===== src/rtl/bus_rr_arbiter.sv =====
// bus_rr_arbiter: round-robin controller that moves one packet at a time from a
// pending driver FIFO to the receive FIFO(s) named by the packet's header ID.
// Each transfer takes IDLE (arbitrate) -> POP (consume head) -> SEND (push).
module bus_rr_arbiter #(
    parameter int         drvrs     = 4,
    parameter int         pckg_sz   = 16,
    parameter logic [7:0] broadcast = 8'hFF
) (
    input  logic                          clk,
    input  logic                          reset,
    input  logic [drvrs-1:0]              pndng,
    input  logic [drvrs-1:0][pckg_sz-1:0] D_pop,
    output logic [drvrs-1:0]              pop,
    output logic [drvrs-1:0]              push,
    output logic [pckg_sz-1:0]            D_push,
    output logic [$clog2(drvrs)-1:0]      grant_id,
    output logic                          busy,
    output logic                          err_addr,
    output logic [15:0]                   pkt_cnt
);

    localparam int IW = $clog2(drvrs);

    typedef enum logic [1:0] {
        IDLE = 2'd0,
        POP  = 2'd1,
        SEND = 2'd2
    } state_t;

    state_t             state_q, state_d;
    logic [IW-1:0]      last_q, last_d;
    logic [IW-1:0]      grant_q, grant_d;
    logic [drvrs-1:0]   pop_q, pop_d;
    logic [drvrs-1:0]   push_q, push_d;
    logic [pckg_sz-1:0] data_q, data_d;
    logic               err_q, err_d;
    logic [15:0]        cnt_q, cnt_d;

    logic               winFound;
    logic [IW-1:0]      winIdx;
    logic [IW-1:0]      candIdx;
    logic [7:0]         headId;
    logic [drvrs-1:0]   destMask;

    // Round-robin pick: first pending port scanning upward from last+1, wrapping.
    always_comb begin
        winFound = 1'b0;
        winIdx   = '0;
        candIdx  = '0;
        for (int k = 1; k <= drvrs; k++) begin
            candIdx = IW'((int'(last_q) + k) % drvrs);
            if (!winFound && pndng[candIdx]) begin
                winFound = 1'b1;
                winIdx   = candIdx;
            end
        end
    end

    // Destination decode of the granted port's head packet; zero mask means drop.
    always_comb begin
        headId   = D_pop[grant_q][pckg_sz-1 -: 8];
        destMask = '0;
        if (headId == broadcast) begin
            for (int j = 0; j < drvrs; j++) begin
                destMask[j] = (j != int'(grant_q));
            end
        end else if ((int'(headId) < drvrs) && (int'(headId) != int'(grant_q))) begin
            for (int j = 0; j < drvrs; j++) begin
                destMask[j] = (j == int'(headId));
            end
        end
    end

    // Next-state and registered-output logic; pop/push/err are single-cycle pulses.
    always_comb begin
        state_d = state_q;
        last_d  = last_q;
        grant_d = grant_q;
        pop_d   = '0;
        push_d  = '0;
        data_d  = data_q;
        err_d   = 1'b0;
        cnt_d   = cnt_q;
        case (state_q)
            IDLE: begin
                if (winFound) begin
                    state_d = POP;
                    grant_d = winIdx;
                    for (int j = 0; j < drvrs; j++) begin
                        pop_d[j] = (j == int'(winIdx));
                    end
                end
            end
            POP: begin
                if (pndng[grant_q]) begin
                    data_d  = D_pop[grant_q];
                    push_d  = destMask;
                    err_d   = (destMask == '0);
                    last_d  = grant_q;
                    state_d = SEND;
                end else begin
                    state_d = IDLE;
                end
            end
            SEND: begin
                if (push_q != '0) begin
                    cnt_d = cnt_q + 16'd1;
                end
                state_d = IDLE;
            end
            default: begin
                state_d = IDLE;
            end
        endcase
    end

    // State and output registers; reset parks the pointer so port 0 wins first.
    always_ff @(posedge clk or negedge reset) begin
        if (!reset) begin
            state_q <= IDLE;
            last_q  <= IW'(drvrs - 1);
            grant_q <= '0;
            pop_q   <= '0;
            push_q  <= '0;
            data_q  <= '0;
            err_q   <= 1'b0;
            cnt_q   <= '0;
        end else begin
            state_q <= state_d;
            last_q  <= last_d;
            grant_q <= grant_d;
            pop_q   <= pop_d;
            push_q  <= push_d;
            data_q  <= data_d;
            err_q   <= err_d;
            cnt_q   <= cnt_d;
        end
    end

    assign pop      = pop_q;
    assign push     = push_q;
    assign D_push   = data_q;
    assign grant_id = grant_q;
    assign busy     = (state_q != IDLE);
    assign err_addr = err_q;
    assign pkt_cnt  = cnt_q;

endmodule


===== config.mk =====
export PLATFORM = sky130hd
export DESIGN_NAME = bus_rr_arbiter
export DESIGN_NICKNAME = d
export VERILOG_FILES = /design/src/rtl/bus_rr_arbiter.sv
export SDC_FILE = /design/constraint.sdc
export NUM_CORES = 1
export LEC_CHECK = 0
export BUFFER_PORTS_ARGS = -buffer_cell sky130_fd_sc_hd__buf_2
export CAP_MARGIN = 20
export CORE_AREA = 4 4 92 94
export DETAILED_ROUTE_END_ITERATION = 7
export DIE_AREA = 0 0 96 98
export SETUP_SLACK_MARGIN = 0.2
export SYNTH_ARGS = -nofsm -noshare
export SYNTH_HDL_FRONTEND = slang
export SYNTH_SLANG_ARGS = --single-unit

===== constraint.sdc =====
create_clock -name clk -period 3 [get_ports clk]
set_clock_uncertainty 0.05 [all_clocks]
set_input_delay 0.3 -clock clk [delete_from_list [all_inputs] [get_ports clk]]
set_output_delay 0.3 -clock clk [all_outputs]
set_load 0.05 [all_outputs]

Word-level counts from Yosys, hierarchy flattened
Index checks and enable logic that the tools add are counted.
- register bits: 47
- bits in latches: 0
- memory bits (writable): 0
- bits in read-only memories: 0
- input bits: 70
- logic and storage cells: 81
- memories kept: 0
- add/subtract/negate cells: 5
- multiply operators: 0
- div/mod/pow operators: 0
- magnitude comparators: 6
- eq/ne operators: 14
- shift operators: 0
- mux-type cells: 31
- bitwise logic cells: 0
- reduce and logical (&&, ||, !) cells: 17
- operators by type and width (operator ; number):
    binary-select mux 16 bit (select 2 bit) ; 1
    2-to-1 mux 4 bit ; 6
    adder 16 x 1 -> 16 bit, second input constant ; 1
    == test 3 x 8 -> 1 bit, first input constant ; 2
    2-to-1 mux 16 bit ; 1
    less-than comparator 2 x 3 -> 1 bit, second input constant ; 5
    2-to-1 mux 2 bit ; 6
    2-to-1 mux 1 bit ; 11
    binary-select mux 1 bit (select 2 bit) ; 5
    == test 2 x 8 -> 1 bit, first input constant ; 1
    == test 8 bit, second input constant ; 1
    logical NOT 8 bit ; 1
    less-than comparator 8 x 3 -> 1 bit, second input constant ; 1
    != test 8 x 3 -> 1 bit ; 1
    AND reduction 2 bit ; 3
    adder 2 x 1 -> 2 bit, second input constant ; 2
    adder 2 bit, second input constant ; 2
    == test 2 bit, first input constant ; 2
    logical AND 1 bit ; 4
    logical NOT 2 bit ; 2
    logical NOT 4 bit ; 1
    != test 2 bit, first input constant ; 2
    one-hot mux 2 bit (2 select lines) ; 1
    nonzero test 2 bit ; 2
    other kinds (7) ; 9

Longest topological paths before layout
Gate-level depths: netlist of the first run.
- depth in word-level cells: 16
- gate-level depth with buffers: 7

Worst setup path after synthesis of the first run
OpenSTA, ideal clock, no wires.
- path type: reg-to-reg
- from: register grant_q[0], in the netlist grant_id[0]
- to: register data_q[2], in the netlist D_push[2]
- library setup time: 0.125 ns
- arrival time: 2.148 ns
- data required time: 2.825 ns
- path slack: 0.677 ns
- stages on the path, launching flop included: 6
- period minus slack after synthesis: 2.323 ns
- cells stage by stage: dfrtp_1 buf_6 buf_12 clkbuf_1 mux4_2 mux2_2
- longest elaborated chain between the ends: 3
- ends and longest elaborated chain (item ; line ; source):
    start, declared ; 32 ; logic [IW-1:0] grant_q, grant_d;
    start signal, assigned ; 131 ; grant_q <= grant_d;
    binary-select mux 1 bit (select 2 bit) ; 95 ; if (pndng[grant_q]) begin
    2-to-1 mux 1 bit (implied by the code) ; 95 ;
    AND reduction 2 bit (no line) ; - ;
    end signal, assigned ; 134 ; data_q <= data_d;
    end, declared ; 35 ; logic [pckg_sz-1:0] data_q, data_d;
Parallel ways exist; a longest one is shown, timed or not. The select of a mux whose other input is x is not followed.
A chain may end at the register's enable or synchronous reset.

Final worst setup path of the first run
- from: register grant_q[0], in the netlist grant_id[0]
- to: register push_q[2], in the netlist push[2]
- longest elaborated chain between the ends: 8
- ends and longest elaborated chain (item ; line ; source):
    binary-select mux 16 bit (select 2 bit) ; 61 ; headId = D_pop[grant_q][pckg_sz-1 -: 8];
    2-to-1 mux 16 bit (implied by the code) ; 61 ;
    less-than comparator 8 x 3 -> 1 bit / != test 8 x 3 -> 1 bit (equally long branches) ; 67 ; end else if ((int'(headId) < drvrs) && (int'(headId) != int'(grant_q))) begin
    logical AND 1 bit ; 67 ;
    2-to-1 mux 4 bit ; 67 ;
    2-to-1 mux 4 bit ; 63 ; if (headId == broadcast) begin
    2-to-1 mux 4 bit * ; 95 ;
    2-to-1 mux 4 bit * ; 84 ; case (state_q)
    via push_d[2] ; 34 ; logic [drvrs-1:0] push_q, push_d;
    end signal, assigned ; 133 ; push_q <= push_d;
    end, declared ; 34 ;
Mark *: on every way through the listed nets, which the timed path passes. The rest lies on a longest branch. The select of a mux whose other input is x is not followed.

==> metrics.csv, run 1 <==
metric;value;unit
cts_resized;0;
synth-seq-cells;47;
switching_power;1.46;mW
tns;0;ps
hold_start;D_pop[1];
yosys_warnings;0;
cp_top_family;buffers and inverters;
crit_path_cell_trace;buf_4 > mux2i_1 > o22ai_4 > buf_4 > nand4_2 > o32ai_1;
clockBufferDepth;2;
rsz0062_at_grt;false;
routedWlPerCell;15.4;um
r2r_end;push[2];
outcome;completed;
multi_input_area;0.00128;mm^2
min_period_over_period;0.765;
gp_congestion;0.787;
cap_viol_max_count;0;
post_cts_buffers;0;
core;0.00765;mm^2
slew_violations;0;
p_seq_frac;0.304;
port_buffers;113;
path_class;register to register;
holdWs;387;ps
p_per_area;973;mW/mm^2
cts_root_buf;clkbuf_8;
clock_sinks;47;
vdd_drop_max;0.454;mV
pwr-share-clk;0.168;
ant_nets;0;
clk_latency;300;ps
track_usage;0.142;
ff2ff_path_depth;6;
boundaryPins;114;
drtPass1Iterations;4;
syn_to_final_growth;32.3;%
critical_path_buf_inv_count;2;
syn_nets;268;
worst_setup_path_end_kind;register;
p_int;1.81;mW
fmax;0.436;GHz
arrival;2440;ps
n_fill_cell;754;
die_h;98;um
hold_class;input port to register;
cts_buffers;5;
layout-drive-gt1-share;0.513;
seq_area;0.00118;mm^2
nets;384;
worst_ep_required_time;3140;ps
ys_types;42;
post-dp-hpwl;5.07;mm
cpMostUsedCell;buf_4;
hold_viol;0;
cpMaxStageDelayCell;dfrtp_1;
h-tree-depth;2;
crit_fanout;24;
grt_max_degree;48;
relSlewSlack;0.637;
num_rows;32;
avgViaCountPerCell;4.91;
drcViolationCount;0;
r2r_start;grant_id[0];
clkTransAtPathRegs;90;ps
drtIter0Drc;58;
die_area;0.00941;mm^2
leakage;1.66;nW
antenna_found_initial;0;
instances_no_fill;416;
worstMarginPinSlew;545;ps
layout_common_cells;buf_2, dfrtp_1, mux2_2;
fin_crit;2300;ps
ff2ff_setup_slack;700;ps
antenna_cells;0;
ys_seq_area_frac;0.463;
power_frac_comb;0.528;
setup_viol;0;
grt_pass1_vias;2117;
die_w;96;um
syn_area_per_cell;12.9;um^2
vias;2044;
grt_pass1_wl;10.5;mm
grt_overflow;0;
swShare;0.447;
slowest_delay;640;ps
wl;6.41;mm
final_common_cell;buf_2;
whs_endpoint;D_push[1];
worstHoldPathCells;3;
place_inst;406;
cp-start-kind;register;
start_util;0.333;
syn_area;0.00254;mm^2
tritoncts;yes;
netlist_instances;197;
-- worst min-delay path, cell delays in order --
cell,delay (ps)
buf_2,70
mux4_2,210
mux2_1,110
-- cells in the mapped netlist, drive strengths merged --
library cell	count	area, um^2
a21oi	2	10.0
nand3	5	25.0
xor2	8	70.1
buf	5	45.0
nor3	6	30.0
and4	2	17.5
nand2	10	37.5
or2	3	18.8
o31ai	1	7.51
or3b	1	8.76
nor4	3	33.8
nand3b	1	7.51
and2	2	12.5
o21ai	7	35.0
nand2b	5	31.3
ha	1	12.5
clkbuf	4	15.0
nor3b	1	7.51
mux2i	3	30.0
dfstp	2	52.6
mux2	19	214
and3b	1	8.76
xnor2	7	61.3
nor2b	4	25.0
nand4	7	50.1
or4	1	7.51
or3	2	12.5
nor2	8	30.0
o32ai	3	26.3
mux4	17	409
inv	7	26.3
and3	2	12.5
o22ai	2	26.3
dfrtp	45	1130
-- layout make-up --
cell class                      instances  share of cell area
Inverter                                7             0.00781
Timing Repair Buffer                  118               0.184
Clock inverter                          3              0.0201
Sequential cell                        47               0.350
Tap cell                              102              0.0379
Multi-Input combinational cell        134               0.380
Clock buffer                            5              0.0204
-- repair_timing --
item                                    CTS  global route
hold endpoints to repair                  0            16
endpoints found under the setup margin    0             0
hold buffers                              0             1
-- state kept, by name (all words and copies together), names as in the netlist --
name      flops
grant_id      2
pop           4
D_push       16
push          4
state_q       2
err_addr      1
last_q        2
pkt_cnt      16
-- stage by stage --
step	setup slack [ps]	total power [mW]	area [um^2]	utilization
floorplan	677	2.37	2540	-
global placement	818	2.74	3200	0.418
detailed placement	684	2.77	3200	0.418
CTS	664	3.33	3340	0.436
global route	447	3.47	3370	0.440
finish	704	3.27	3370	0.440
-- power by group through the flow --
| stage | Clock [mW] | Sequential [mW] | Combinational, mW |
|---|---|---|---|
| floorplan | 0 | 1.47 | 0.906 |
| global placement | 0 | 1.00 | 1.73 |
| detailed placement | 0 | 1.01 | 1.75 |
| CTS | 0.568 | 0.999 | 1.76 |
| global route | 0.589 | 1.03 | 1.85 |
| finish | 0.549 | 0.994 | 1.73 |
-- routing by layer --
metal	GRT usage	part of all wire	routed length, um	vias to the layer above
met5	0	0	0	-
met4	0.0372	0.011	69	0
met3	0.0370	0.061	388	6
met2	0.249	0.53	3410	55
met1	0.170	0.40	2530	1023
li1	-	-	-	960
-- worst max-delay path by stage --
stage | startpoint | to | slack [ps] | cells past startpoint
finish | grant_id[0] | push[2] | 700 | 6
global route | grant_id[0] | push[0] | 450 | 6
CTS | grant_id[0] | push[2] | 660 | 6
detailed placement | grant_id[0] | push[2] | 680 | 6
global placement | grant_id[0] | push[2] | 820 | 6
floorplan | grant_id[0] | D_push[2] | 680 | 5
-- kinds of logic after synthesis --
family,synth area share
AOI/OAI and AO/OA,0.0413
adders and majority gates,0.00492
xor gates and xnor gates,0.0516
muxes,0.257
buffers and inverters,0.0339
DFF,0.463
and+or+nand+nor,0.148
(Power assumes the default switching activity.)
==> run 2: changes to the inputs <==
==> constraint.sdc (replaced) <==
create_clock -name clk -period 2.15 [get_ports clk]
set_clock_uncertainty 0.05 [all_clocks]
set_input_delay 0.215 -clock clk [delete_from_list [all_inputs] [get_ports clk]]
set_output_delay 0.215 -clock clk [all_outputs]
set_load 0.05 [all_outputs]
==> metrics.csv, run 2 (synthesis results as in run 1) <==
metric;value;unit;change
hold_start;pndng[0];;was D_pop[1]
routedWlPerCell;15.3;um;was 15.4 um
fin_crit;1970;ps;was 2300 ps
grt_pass1_wl;10.2;mm;was 10.5 mm
r2r_end;push[0];;was push[2]
vias;2050;;was 2,044
clk_latency;290;ps;was 300 ps
fmax;0.507;GHz;was 0.436 GHz
grt_overflow;0;;unchanged
whs_endpoint;last_q[1];;was D_push[1]
cts_root_buf;clkbuf_8;;unchanged
die_h;98;um;unchanged
num_rows;32;;unchanged
core;0.00765;mm^2;unchanged
clock_sinks;47;;unchanged
syn_to_final_growth;34.0;%;was 32.3%
layout-drive-gt1-share;0.573;;was 0.513
multi_input_area;0.00131;mm^2;was 0.00128 mm^2
power;4.57;mW;was 3.27 mW
worstMarginPinSlew;588;ps;was 545 ps
worst_ep_required_time;2300;ps;was 3140 ps
tns;0;ps;unchanged
port_buffers;113;;unchanged
pwr-share-clk;0.116;;was 0.168
cts_buffers;5;;unchanged
antenna_found_initial;0;;unchanged
drtPass1Iterations;3;;was 4
ant_nets;0;;unchanged
path_class;register to register;;unchanged
post_dp_cell_area;0.00322;mm^2;was 0.00320 mm^2
min_period_over_period;0.918;;was 0.765
r2r_start;grant_id[0];;unchanged
hold_viol;0;;unchanged
rsz0062_at_grt;true;;was false
ff2ff_path_depth;4;;was 6
p_per_area;1340;mW/mm^2;was 973 mW/mm^2
crit_fanout;7;;was 24
post-dp-hpwl;5.03;mm;was 5.07 mm
outcome;completed;;unchanged
nets;392;;was 384
p_seq_frac;0.301;;was 0.304
start_util;0.333;;unchanged
die_area;0.00941;mm^2;unchanged
cp-start-kind;register;;unchanged
clkTransAtPathRegs;80;ps;was 90 ps
final_common_cell;buf_2;;unchanged
vdd_drop_max;0.627;mV;was 0.454 mV
cap_viol_max_count;0;;unchanged
relSlewSlack;0.608;;was 0.637
hold_class;input port to register;;unchanged
antenna_cells;0;;unchanged
drcViolationCount;0;;unchanged
power_frac_comb;0.584;;was 0.528
slew_violations;0;;unchanged
design_area;0.00341;mm^2;was 0.00337 mm^2
avgViaCountPerCell;4.85;;was 4.91
wl;6.48;mm;was 6.41 mm
leakage;1.66;nW;about the same
use_met3;0.0308;;was 0.0370
setup_viol;0;;unchanged
grt_pass1_vias;2087;;was 2,117
switching_power;2.10;mW;was 1.46 mW
track_usage;0.138;;was 0.142
grt_use_met2;0.232;;was 0.249
arrival;2120;ps;was 2440 ps
layout_common_cells;buf_2, dfrtp_1, mux2_2;;unchanged
h-tree-depth;2;;unchanged
worst_setup_path_end_kind;register;;unchanged
drtIter0Drc;39;;was 58
clockBufferDepth;2;;unchanged
top_usage_layer;met2;;unchanged
grt_max_degree;48;;unchanged
n_fill_cell;743;;was 754
worstHoldPathCells;4;;was 3
gp_congestion;0.768;;was 0.787
tritoncts;yes;;unchanged
p_int;2.46;mW;was 1.81 mW
ff2ff_setup_slack;180;ps;was 700 ps
swShare;0.461;;was 0.447
boundaryPins;114;;unchanged
grt_use_met1;0.173;;was 0.170
die_w;96;um;unchanged
seq_area;0.00118;mm^2;about the same
[run 2: worst max path at each step]
stage / start / endpoint
6_report: grant_id[0] / push[0]
5_1_grt: grant_id[0] / push[0]
4_1_cts: grant_id[0] / push[0]
3_5_place_dp: grant_id[0] / push[0]
3_3_place_gp: grant_id[0] / push[1]
2_1_floorplan: grant_id[0] / push[0]
[run 2: stage by stage]
| stage | hold slack, ps | worst slack [ps] | instances | util |
|---|---|---|---|---|
| floorplan | -131 | -18.5 | 197 | - |
| global placement | 294 | 137 | 407 | 0.421 |
| detailed placement | 300 | 41.6 | 407 | 0.421 |
| CTS | 281 | 176 | 421 | 0.440 |
| global route | 303 | 80.1 | 423 | 0.446 |
| finish | 292 | 176 | 423 | 0.446 |
[run 2: critical path, cell delays in order (launching register included)]
cell and delay (ps):
dfrtp_2 460, mux4_2 580, nor4_4 370, nand4_4 180, o32ai_2 240
[run 2: repair_timing]
item | 4_1_cts | 5_1_grt
pin swaps | 2 | 3
hold buffers | 1 | 0
endpoints found under the hold margin | 45 | 0
setup buffers | 6 | 2
resized for setup | 8 | 7
endpoints found under the setup margin | 22 | 21
[run 2: power by group through the flow]
| stage | clock network (mW) | logic (mW) | registers, mW |
|---|---|---|---|
| 6_report | 0.528 | 2.67 | 1.37 |
| 5_1_grt | 0.589 | 2.82 | 1.42 |
| 4_1_cts | 0.551 | 2.62 | 1.38 |
| 3_5_place_dp | 0 | 2.49 | 1.40 |
| 3_3_place_gp | 0 | 2.47 | 1.39 |
| 2_1_floorplan | 0 | 1.27 | 2.05 |
[run 2: routing by layer]
layer / routed length [um] / vias up
li1: - / 970
met4: 153 / 0
met1: 2710 / 1016
met2: 3310 / 53
met3: 309 / 11
met5: 0 / -
[run 2: layout make-up]
class / instances / share of cell area
well taps: 102 / 0.0374
repair buffers: 126 / 0.199
flip-flops and latches: 47 / 0.346
multi-input cells: 134 / 0.384
clock buffers: 6 / 0.0242
clock inverters: 1 / 0.00147
inverters: 7 / 0.00771
==> run 3: changes to the inputs <==
--- a/config.mk
+++ b/config.mk
@@ -6,10 +6,11 @@
 export NUM_CORES = 1
 export LEC_CHECK = 0
 export BUFFER_PORTS_ARGS = -buffer_cell sky130_fd_sc_hd__buf_2
-export CAP_MARGIN = 20
+export CAP_MARGIN = 15
 export CORE_AREA = 4 4 92 94
 export DETAILED_ROUTE_END_ITERATION = 7
 export DIE_AREA = 0 0 96 98
+export PLACE_DENSITY = 0.72
 export SETUP_SLACK_MARGIN = 0.2
 export SYNTH_ARGS = -nofsm -noshare
 export SYNTH_HDL_FRONTEND = slang
==> metrics.csv, run 3 (synthesis results as in run 1) <==
metric;value;unit;change
ant_nets;0;;unchanged
clk_latency;300;ps;was 290 ps
track_usage;0.145;;was 0.138
boundaryPins;114;;unchanged
fin_crit;2010;ps;was 1970 ps
layout_common_cells;buf_2, dfrtp_1, mux2_2;;unchanged
routed-wl-met2;3.15;mm;was 3.31 mm
final_common_cell;buf_2;;unchanged
wl;6.54;mm;was 6.48 mm
setup_viol;0;;unchanged
wl_met1;2.82;mm;was 2.71 mm
final_util;0.444;;was 0.446
vdd_drop_max;0.670;mV;was 0.627 mV
dp_slack;63.3;ps;was 41.6 ps
core;0.00765;mm^2;unchanged
nets;392;;unchanged
layout-drive-gt1-share;0.556;;was 0.573
whs_endpoint;D_push[0];;was last_q[1]
relSlewSlack;0.648;;was 0.608
instances_no_fill;424;;was 423
hold_start;D_pop[48];;was pndng[0]
post_dp_cell_area;0.00324;mm^2;was 0.00322 mm^2
clockBufferDepth;2;;unchanged
h-tree-depth;2;;unchanged
ff2ff_setup_slack;140;ps;was 180 ps
cts_buffers;5;;unchanged
die_h;98;um;unchanged
rsz0062_at_grt;true;;unchanged
hold_viol;0;;unchanged
port_buffers;113;;unchanged
power;4.55;mW;was 4.57 mW
p_per_area;1340;mW/mm^2;about the same
r2r_start;grant_id[0];;unchanged
leakage;1.67;nW;was 1.66 nW
clock_sinks;47;;unchanged
topRoutingLayerUsed;met4;;unchanged
syn_to_final_growth;33.3;%;was 34.0%
cap_viol_max_count;0;;unchanged
cp-start-kind;register;;unchanged
hold_class;input port to register;;unchanged
cts_root_buf;clkbuf_8;;unchanged
fmax;0.498;GHz;was 0.507 GHz
grt_pass1_vias;2235;;was 2,087
crit_fanout;6;;was 7
gp_congestion;0.797;;was 0.768
die_area;0.00941;mm^2;unchanged
path_class;register to register;;unchanged
drcViolationCount;0;;unchanged
outcome;completed;;unchanged
clkTransAtPathRegs;90;ps;was 80 ps
post-dp-hpwl;5.12;mm;was 5.03 mm
vias;2085;;was 2,050
tritoncts;yes;;unchanged
setup_slack;141;ps;was 176 ps
drtPass1Iterations;4;;was 3
routedWlPerCell;15.4;um;was 15.3 um
antenna_found_initial;0;;unchanged
holdWs;295;ps;was 292 ps
drtIter0Drc;41;;was 39
num_rows;32;;unchanged
worst_setup_path_end_kind;register;;unchanged
slew_violations;0;;unchanged
antenna_cells;0;;unchanged
start_util;0.333;;unchanged
r2r_end;push[1];;was push[0]
avgViaCountPerCell;4.92;;was 4.85
dr_wl_met3;478;um;was 309 um
worstHoldPathCells;3;;was 4
grt_overflow;0;;unchanged
grt_max_degree;27;;was 48
grt_pass1_wl;10.7;mm;was 10.2 mm
design_area;0.00339;mm^2;was 0.00341 mm^2
tns;0;ps;unchanged
worst_ep_required_time;2300;ps;about the same
arrival;2160;ps;was 2120 ps
ff2ff_path_depth;4;;unchanged
worstMarginPinSlew;528;ps;was 588 ps
die_w;96;um;unchanged
place_inst;408;;was 407
min_period_over_period;0.934;;was 0.918
run 3: worst max-delay path by stage:
stage                     depth (start not counted)         from  endpoint
final                                             4  grant_id[0]   push[1]
after global routing                              5  grant_id[0]   push[1]
after CTS                                         4  grant_id[0]   push[1]
after detailed placement                          5  grant_id[0]   push[0]
after global placement                            5  grant_id[0]   push[2]
after floorplan                                   6  grant_id[0]   push[0]
run 3: layer usage:
layer | global-route usage | vias up
met4 | 0.0438 | 0
met5 | 0 | -
met2 | 0.232 | 80
met1 | 0.190 | 1023
met3 | 0.0393 | 9
li1 | - | 973
run 3: critical path, stage by stage (launching register included):
cell	delay (ps)
dfrtp_2	460
mux4_2	590
nor4_4	350
nand4_2	180
o32ai_1	280
run 3: power by group:
part / total (mW) / leakage (nW) / internal, mW / switching [mW]
clock: 0.552 / 0.0482 / 0.260 / 0.292
sequential: 1.34 / 0.603 / 1.16 / 0.179
combinational: 2.66 / 1.02 / 1.04 / 1.61
run 3: area by class of cell:
cell class | instances | area (um^2)
clock buffers | 7 | 86.3
clock inverters | 1 | 5.00
fillers | 742 | 4260
inverters | 7 | 26.3
multi-input cells | 134 | 1270
flip-flops and latches | 47 | 1180
well taps | 102 | 128
repair buffers | 126 | 694
run 3: repair_timing:
action,4_1_cts,5_1_grt
hold endpoints to repair,19,0
gates cloned,0,0
gates resized for setup,8,2
setup endpoints to repair,5,5
setup buffers,7,0
hold buffers,1,0
pin swaps,1,1
